==> config.mk <==
export PLATFORM = sky130hd
export DESIGN_NAME = fft_frame_sequencer_flat
export DESIGN_NICKNAME = d
export VERILOG_FILES = /design/src/rtl/fft_frame_sequencer_if.sv /design/src/rtl/fft_frame_sequencer.sv /design/src/flat_wrapper.sv
export SDC_FILE = /design/constraint.sdc
export NUM_CORES = 2
export LEC_CHECK = 0
export BUFFER_PORTS_ARGS = -buffer_cell sky130_fd_sc_hd__clkbuf_2
export CAP_MARGIN = 20
export CORE_AREA = 2 2 433 435
export CTS_CLUSTER_DIAMETER = 40
export DETAILED_ROUTE_END_ITERATION = 8
export DIE_AREA = 0 0 435 437
export GPL_ROUTABILITY_DRIVEN = 0
export PLACE_DENSITY = 0.41
export SYNTH_ARGS = -nofsm -noshare
export SYNTH_HDL_FRONTEND = slang
export SYNTH_SLANG_ARGS = --single-unit
==> constraint.sdc <==
create_clock -name clk_i -period 3.03 [get_ports clk_i]
set_input_delay 0.303 -clock clk_i [delete_from_list [all_inputs] [get_ports clk_i]]
set_output_delay 0.303 -clock clk_i [all_outputs]
set_load 0.03 [all_outputs]
==> src/rtl/fft_frame_sequencer_if.sv <==
// Streaming bundle for fft_frame_sequencer: sample input and bin output handshakes.
// slave is the sequencer's view; master is the source/sink environment.
interface fft_frame_sequencer_if #(
    parameter int POINT_FFT_POW2 = 4,
    parameter int FRAC_BITS      = 15
);
    logic                      in_valid_i;
    logic                      in_ready_o;
    logic [1:0][FRAC_BITS:0]   in_data_i;
    logic                      out_valid_o;
    logic                      out_ready_i;
    logic [1:0][FRAC_BITS:0]   out_data_o;
    logic [POINT_FFT_POW2-1:0] out_index_o;
    logic                      out_last_o;

    modport master (
        output in_valid_i, in_data_i, out_ready_i,
        input  in_ready_o, out_valid_o, out_data_o, out_index_o, out_last_o
    );

    modport slave (
        input  in_valid_i, in_data_i, out_ready_i,
        output in_ready_o, out_valid_o, out_data_o, out_index_o, out_last_o
    );
endinterface

==> src/rtl/fft_frame_sequencer.sv <==
// Frame sequencer around a combinational FFT core: fills a frame buffer, settles, captures, streams bins.
// Optional macro FFT_SCALE_EN: captured bins are arithmetic-shifted right by POINT_FFT_POW2 (1/N scaling).
module fft_frame_sequencer #(
    parameter int POINT_FFT_POW2 = 4,
    parameter int FRAC_BITS      = 15,
    parameter int SETTLE_CYCLES  = 2
) (
    input  logic                                              clk_i,
    input  logic                                              rst_i,
    fft_frame_sequencer_if.slave                              bus,
    output logic [(1<<POINT_FFT_POW2)-1:0][1:0][FRAC_BITS:0] fft_in_o,
    input  logic [(1<<POINT_FFT_POW2)-1:0][1:0][FRAC_BITS:0] fft_out_i,
    output logic                                              busy_o,
    output logic [7:0]                                        frame_count_o
);
    localparam int POINT_FFT = 1 << POINT_FFT_POW2;
    localparam int CNT_W     = (SETTLE_CYCLES > 1) ? $clog2(SETTLE_CYCLES + 1) : 1;
    localparam logic [CNT_W-1:0]          SETTLE_LOAD = CNT_W'(SETTLE_CYCLES);
    localparam logic [POINT_FFT_POW2-1:0] LAST_IDX    = POINT_FFT_POW2'(POINT_FFT - 1);

    typedef logic [1:0][FRAC_BITS:0] cplx_t;
    typedef enum logic [1:0] {IDLE, SETTLE, CAPTURE, UNLOAD} state_t;

    localparam state_t START = (SETTLE_CYCLES == 0) ? CAPTURE : SETTLE;

    state_t                    state, next_state;
    cplx_t [POINT_FFT-1:0]     ibuf, obuf, capture_val;
    logic [POINT_FFT_POW2-1:0] wr_idx, rd_idx;
    logic                      in_full;
    logic [CNT_W-1:0]          settle_cnt;
    logic                      accept, fill_done, out_fire, last_fire;

`ifdef FFT_SCALE_EN
    function automatic cplx_t scale_bin(input cplx_t b);
        cplx_t r;
        for (int c = 0; c < 2; c++) begin
            r[c] = $signed(b[c]) >>> POINT_FFT_POW2;
        end
        return r;
    endfunction

    always_comb begin
        for (int k = 0; k < POINT_FFT; k++) begin
            capture_val[k] = scale_bin(fft_out_i[k]);
        end
    end
`else
    assign capture_val = fft_out_i;
`endif

    assign accept    = bus.in_valid_i && !in_full;
    assign fill_done = accept && (wr_idx == LAST_IDX);
    assign out_fire  = (state == UNLOAD) && bus.out_ready_i;
    assign last_fire = out_fire && (rd_idx == LAST_IDX);

    // IDLE also reacts to a fill completing this cycle, so the frame starts
    // settling in the same cycle in_full becomes visible.
    always_comb begin
        next_state = state;
        case (state)
            IDLE:    if (in_full || fill_done) next_state = START;
            SETTLE:  if (settle_cnt <= CNT_W'(1)) next_state = CAPTURE;
            CAPTURE: next_state = UNLOAD;
            UNLOAD:  if (last_fire) next_state = in_full ? START : IDLE;
            default: next_state = IDLE;
        endcase
    end

    always_ff @(posedge clk_i) begin
        if (rst_i) begin
            state         <= IDLE;
            wr_idx        <= '0;
            rd_idx        <= '0;
            in_full       <= 1'b0;
            settle_cnt    <= '0;
            frame_count_o <= '0;
            ibuf          <= '0;
            obuf          <= '0;
        end else begin
            state <= next_state;
            if (accept) begin
                ibuf[wr_idx] <= bus.in_data_i;
                wr_idx       <= wr_idx + 1'b1;
            end
            if (fill_done) in_full <= 1'b1;
            if (next_state == SETTLE && state != SETTLE) settle_cnt <= SETTLE_LOAD;
            else if (state == SETTLE)                    settle_cnt <= settle_cnt - 1'b1;
            // in_full is always set during CAPTURE, so no fill can collide with this clear
            if (state == CAPTURE) begin
                obuf    <= capture_val;
                in_full <= 1'b0;
                rd_idx  <= '0;
            end
            if (out_fire)  rd_idx        <= rd_idx + 1'b1;
            if (last_fire) frame_count_o <= frame_count_o + 1'b1;
        end
    end

    assign bus.in_ready_o  = !in_full;
    assign bus.out_valid_o = (state == UNLOAD);
    assign bus.out_data_o  = obuf[rd_idx];
    assign bus.out_index_o = rd_idx;
    assign bus.out_last_o  = (state == UNLOAD) && (rd_idx == LAST_IDX);
    assign fft_in_o        = ibuf;
    assign busy_o          = (state != IDLE) || in_full;
endmodule

==> src/flat_wrapper.sv <==
// flat-port wrapper written by rule: the top's interface ports become plain ports
module fft_frame_sequencer_flat 
#(
    parameter int POINT_FFT_POW2 = 4,
    parameter int FRAC_BITS      = 15,
    parameter int SETTLE_CYCLES  = 2
)
  (clk_i, rst_i, fft_in_o, fft_out_i, busy_o, frame_count_o, bus_in_valid_i, bus_in_data_i, bus_out_ready_i, bus_in_ready_o, bus_out_valid_o, bus_out_data_o, bus_out_index_o, bus_out_last_o);
  fft_frame_sequencer_if #(.POINT_FFT_POW2(POINT_FFT_POW2), .FRAC_BITS(FRAC_BITS)) bus_i ();
  input  logic clk_i;
  input  logic rst_i;
  output logic [(1<<POINT_FFT_POW2)-1:0][1:0][FRAC_BITS:0] fft_in_o;
  input  logic [(1<<POINT_FFT_POW2)-1:0][1:0][FRAC_BITS:0] fft_out_i;
  output logic busy_o;
  output logic [7:0] frame_count_o;
  input wire logic [$bits(bus_i.in_valid_i)-1:0] bus_in_valid_i;
  input wire logic [$bits(bus_i.in_data_i)-1:0] bus_in_data_i;
  input wire logic [$bits(bus_i.out_ready_i)-1:0] bus_out_ready_i;
  output wire logic [$bits(bus_i.in_ready_o)-1:0] bus_in_ready_o;
  output wire logic [$bits(bus_i.out_valid_o)-1:0] bus_out_valid_o;
  output wire logic [$bits(bus_i.out_data_o)-1:0] bus_out_data_o;
  output wire logic [$bits(bus_i.out_index_o)-1:0] bus_out_index_o;
  output wire logic [$bits(bus_i.out_last_o)-1:0] bus_out_last_o;
  assign bus_i.in_valid_i = bus_in_valid_i;
  assign bus_i.in_data_i = bus_in_data_i;
  assign bus_i.out_ready_i = bus_out_ready_i;
  assign bus_in_ready_o = bus_i.in_ready_o;
  assign bus_out_valid_o = bus_i.out_valid_o;
  assign bus_out_data_o = bus_i.out_data_o;
  assign bus_out_index_o = bus_i.out_index_o;
  assign bus_out_last_o = bus_i.out_last_o;
  fft_frame_sequencer #(.POINT_FFT_POW2(POINT_FFT_POW2), .FRAC_BITS(FRAC_BITS), .SETTLE_CYCLES(SETTLE_CYCLES)) u_core (.clk_i(clk_i), .rst_i(rst_i), .bus(bus_i), .fft_in_o(fft_in_o), .fft_out_i(fft_out_i), .busy_o(busy_o), .frame_count_o(frame_count_o));
endmodule
### Word level (Yosys, flattened, before mapping)

Cells that the tools add are included.

| word-level totals | value |
|---|---|
| bits in writable memories | 0 |
| register bits after elaboration | 1045 |
| latch bits | 0 |
| ROM bits | 0 |
| input bits | 548 |
| logic and storage cells | 116 |
| output and inout bits | 560 |
| memories | 0 |

| operators by class | value |
|---|---|
| mux-type cells | 14 |
| equal/unequal tests | 7 |
| shift operators | 0 |
| $mul | 0 |
| $lt $le $gt $ge | 4 |
| div/mod/pow operators | 0 |
| bitwise logic cells | 0 |
| add/sub/neg operators | 4 |
| reductions and logical operators | 16 |

Operator list:

| kind | count |
|---|---|
| bitwise mux 512 bit | 1 |
| binary-select mux 32 bit (select 4 bit) | 1 |
| demux 32 bit (select 4 bit) | 1 |
| 2-to-1 mux 32 bit | 2 |
| less-than comparator 4 x 5 -> 1 bit, second input constant | 2 |
| 2-to-1 mux 2 bit | 5 |
| adder 4 x 1 -> 4 bit, second input constant | 2 |
| adder 8 x 1 -> 8 bit, second input constant | 1 |
| == test 4 bit, second input constant | 2 |
| 2-to-1 mux 4 bit | 2 |
| case mux 2 bit (4 select lines) | 1 |
| logical AND 1 bit | 7 |
| nonzero test 2 bit | 3 |
| == test 2 x 1 -> 1 bit, second input constant | 2 |
| == test 2 bit, second input constant | 2 |
| greater-or-equal comparator 4 x 1 -> 1 bit, second input constant | 1 |
| OR reduction 2 bit | 2 |
| less-or-equal comparator 2 x 1 -> 1 bit, second input constant | 1 |
| zero test 2 bit | 1 |
| logical OR 1 bit | 2 |
| inequality test 2 x 1 -> 1 bit, second input constant | 1 |
| subtractor 2 x 1 -> 2 bit, second input constant | 1 |
| zero test 1 bit | 1 |
| 2-to-1 mux 1 bit | 1 |

### Logic depth before layout (Yosys ltp)

| logic depth | value |
|---|---|
| depth after elaboration | 9 |
| mapped depth | 8 |
| mapped depth without buffers | 6 |

### Worst setup path after synthesis

No wires, ideal clock.

| timing | value |
|---|---|
| path type | register to output |
| start | reg u_core.rd_idx[0], in the netlist u_core.bus.out_index_o[0] |
| end | out bus_out_data_o[16] |
| slack | 0.752 ns |
| stages on the path, launching flop included | 6 |
| data arrival time | 1.975 ns |
| required time | 2.727 ns |
| cell sequence | dfxtp_1 buf_4 buf_2 mux4_2 a22oi_1 nand2_1 |

| between the ends | value |
|---|---|
| cells in the longest elaborated chain, start to end | 2 |

Ends and longest elaborated chain:

| element | RTL line | RTL |
|---|---|---|
| from (decl) | fft_frame_sequencer.sv:28 | `logic [POINT_FFT_POW2-1:0] wr_idx, rd_idx;` |
| from (signal assigned) | fft_frame_sequencer.sv:94 | `if (out_fire) rd_idx <= rd_idx + 1'b1;` |
| binary-select mux 32 bit (select 4 bit) | fft_frame_sequencer.sv:101 | `assign bus.out_data_o = obuf[rd_idx];` |
| 2-to-1 mux 32 bit (not written as such) | fft_frame_sequencer.sv:101 |  |
| to (decl) | flat_wrapper.sv:21 | `output wire logic [$bits(bus_i.out_data_o)-1:0] bus_out_data_o;` |

No other way between the ends. The select of a mux whose other input is x is not followed.

### Final worst setup path

| timing | value |
|---|---|
| start | reg u_core.rd_idx[0], in the netlist u_core.bus.out_index_o[0] |
| end | out bus_out_data_o[15] |

Same word-level chain as after synthesis.

==> impl_metrics.toml <==
[status]
status = "finished with violations"
failed_checks = "setup timing"

[critical_path]
cpMaxStageDelayCell = "mux4_2"
cpMostUsedCell = "buf_12"
cpPeakStageDelay_ns = 0.52
crit_chain = "buf_12 -> buf_12 -> buf_12 -> mux4_2 -> a22oi_2 -> nand2_2 -> buf_8"
critPathCaptureType = "primary output"
crit_fanout = 7
worstSetupPathType = "register to primary output"
crit_path_start_kind = "register"
worstPathRequired_ns = 2.73
worstPathArrival_ns = 2.86

[finish]
fillCellCount = 19500
fin_nets = 7191
final_util_pct = 33.9
drive_gt1_share_pct = 27.1
syn2layout_area_growth_pct = 56.1

[power]
seqPwrFrac_pct = 34.7
ir_drop_uv = 533
switchingPower_w = 0.0108
power_w = 0.0421
swShare_pct = 25.6
p_leak_nw = 23.7
clkPwrFrac_pct = 56.3
internal_power_w = 0.0313
comb_power_share_pct = 9.0
power_density_mw_per_mm2 = 671

[route]
ant_nets = 0
firstDrtPassIters = 5
avgRoutedWirePerCell_um = 23.7
wl_um = 220000
drt_iter0_drc = 3292
vias = 42400
via_per_inst = 4.57
drc = 0

[sta]
period_share_pct = 104
finalCriticalPeriod_ns = 3.16
tns_ns = -0.564
rsz0062_at_grt = "yes"
fin_hold_ws_ns = 0.0642
clock.fmax_ghz = 0.316
worst_pin_slew_ns = 1.10
slew_headroom_pct = 26.8
drv_slew = 0
fin_skew_ns = 0.0478
worst_slack_ns = -0.131
hold_viol_final = 0
setup_viol = 14

[floorplanning]
die_h_um = 437
num_io_pins = 1108
die-area_mm2 = 0.190
start_util_pct = 21.7
core_mm2 = 0.185
rows = 158
die_x_um = 435

[global_route]
grt_pass1_vias = 41500
grt_use_total_pct = 22.2
antenna_found_initial = 23
grt_max_degree = 141
grt-ovfl-total = 0
grt_first_pass_wirelength_um = 305000

[cts]
cts_tree = "done"
clock_path_buffers = 3
h-tree-depth = 4
path_clk_slew_ns = 0.05
cts.sinks = 1045
cts_root_buf = "clkbuf_16"
insertion_delay_ns = 0.84
cts-buffers-inserted = 198

[synth]
yosysWarningCount = 0
syn-cell-area_mm2 = 0.0402
synth_edf_count = 0
ys_seq_area_share_pct = 52.1
syn_avg_cell_area_um2 = 7.93
ys_types = 39
synthCells = 5067
ys_async_sr_fraction_pct = 0
ys_ff_latch = 1045
synth_nets = 5622
synth-main-ff-cell = "dfxtp_1"

[run]
cap_violations = 0

[placed_design]
io_buffer_count = 1107
hpwl_um = 154000
pre_cts_slack_ns = 0.0403

[hold_path]
hp-class = "input pin to register"
[repair_timing]
| action | 4_1_cts | 5_1_grt |
|---|---|---|
| pin swaps | 33 | 34 |
| gates cloned | 8 | 4 |
| setup buffers | 33 | 23 |
| gates resized for setup | 191 | 61 |
| hold buffers | 519 | 0 |
| hold endpoints to repair | 554 | 0 |
| setup endpoints to repair | 33 | 32 |
[power groups by stage]
stage / clock, W / sequential, W / combinational [W]
after floorplan: 0 / 0.0148 / 0.00155
after global placement: 0 / 0.0149 / 0.00312
after detailed placement: 0 / 0.0149 / 0.00314
after CTS: 0.0240 / 0.0146 / 0.00378
after global routing: 0.0247 / 0.0146 / 0.00407
final: 0.0237 / 0.0146 / 0.00381
[cells in the final DEF, fill, tap and decap left out, drive strengths merged, types with 19 or more instances in the layout]
| cell | instances |
|---|---|
| a21oi | 1032 |
| a22oi | 93 |
| buf | 205 |
| bufinv | 35 |
| clkbuf | 1343 |
| clkinv | 47 |
| clkinvlp | 19 |
| dfxtp | 1045 |
| dlygate4sd3 | 519 |
| inv | 23 |
| mux2i | 126 |
| mux4 | 65 |
| nand2 | 2088 |
| nand3 | 46 |
| nor2 | 39 |
[cell families (layout without fill, tap and decap cells)]
group                    count (synthesis)  after routing  share of synthesized area (%)
AND/OR/NAND/NOR                       2214           2214                           21.1
adder cells (fa/ha/maj)                  7              7                          0.218
flip-flops                            1045           1045                           52.1
other                                    0             11                              0
XOR/XNOR                                10             10                          0.218
buffers and inverters                  461           2193                           4.75
AO/OA/AOI/OAI                         1139           1139                           14.8
multiplexers                           191            191                           6.78
[worst max-delay path: cells and delay by family, from the launching register on]
kind,cells,cell delay (ns)
AND/OR/NAND/NOR,1,0.11
flip-flops,1,0.37
AO/OA/AOI/OAI,1,0.46
multiplexers,1,0.52
buffers and inverters,4,0.56
[routing by layer]
layer / vias up / part of all wire (%) / GRT usage [%]
met5: - / 0.0059 / 0
met4: 2 / 6.3 / 13.0
met3: 477 / 5.7 / 4.04
met2: 1616 / 46 / 35.4
met1: 20500 / 42 / 28.0
li1: 19900 / - / -
[cell usage after synthesis, drive strengths merged, types with 4 or more instances]
cell / count / share of area (%)
mux4: 65 / 3.6
or2: 4 / 0.062
mux2i: 126 / 3.1
nor3: 12 / 0.20
ha: 7 / 0.22
clkbuf: 324 / 3.0
o21ai: 5 / 0.062
nor2: 39 / 0.36
inv: 8 / 0.075
nor2b: 8 / 0.12
xnor2: 8 / 0.17
a22oi: 93 / 1.7
nand3: 46 / 0.57
dfxtp: 1045 / 52
buf: 129 / 1.6
a21oi: 1032 / 13
nand3b: 5 / 0.093
nand2: 2088 / 20
[state kept, by name (all words and copies together) (netlist names)]
name / flops
u_core.settle_cnt: 2
u_core.bus.out_index_o: 4
u_core.in_full: 1
u_core.frame_count_o: 8
u_core.obuf: 512
u_core.fft_in_o: 512
u_core.wr_idx: 4
u_core.state: 2
[area by class of cell]
cell class | instances | area (um^2) | area share, %
timing repair buffer | 1822 | 13400 | 21.3
clock buffer | 247 | 5380 | 8.58
multi-input combinational | 3561 | 18100 | 28.9
antenna | 11 | 27.5 | 0.0439
inverter | 8 | 30.0 | 0.0479
clock inverter | 116 | 1800 | 2.87
sequential | 1045 | 20900 | 33.4
tap | 2480 | 3100 | 4.95
[worst paths after layout]
kind | start | end | slack [ns] | depth (start not counted)
worst max-delay path | u_core.bus.out_index_o[0]$_SDFFE_PP0P_ | bus_out_data_o[15] | -0.13 | 7
worst min-delay path | bus_in_data_i[1] | u_core.fft_in_o[289]$_SDFFE_PP0P_ | 0.06 | 3
worst max register to register | u_core.bus.out_index_o[3]$_SDFFE_PP0P_ | u_core.frame_count_o[0]$_SDFFE_PP0P_ | 0.74 | 6
worst min register to register | u_core.fft_in_o[97]$_SDFFE_PP0P_ | u_core.fft_in_o[97]$_SDFFE_PP0P_ | 0.45 | 2
[metrics by stage]
| step | cells | instance area (um^2) |
|---|---|---|
| floorplan | 5067 | 40200 |
| global placement | 8332 | 48500 |
| detailed placement | 8332 | 48500 |
| CTS | 9255 | 62200 |
| global route | 9287 | 62700 |
| finish | 9290 | 62700 |
No activity file was read; power rests on OpenSTA's default activity.
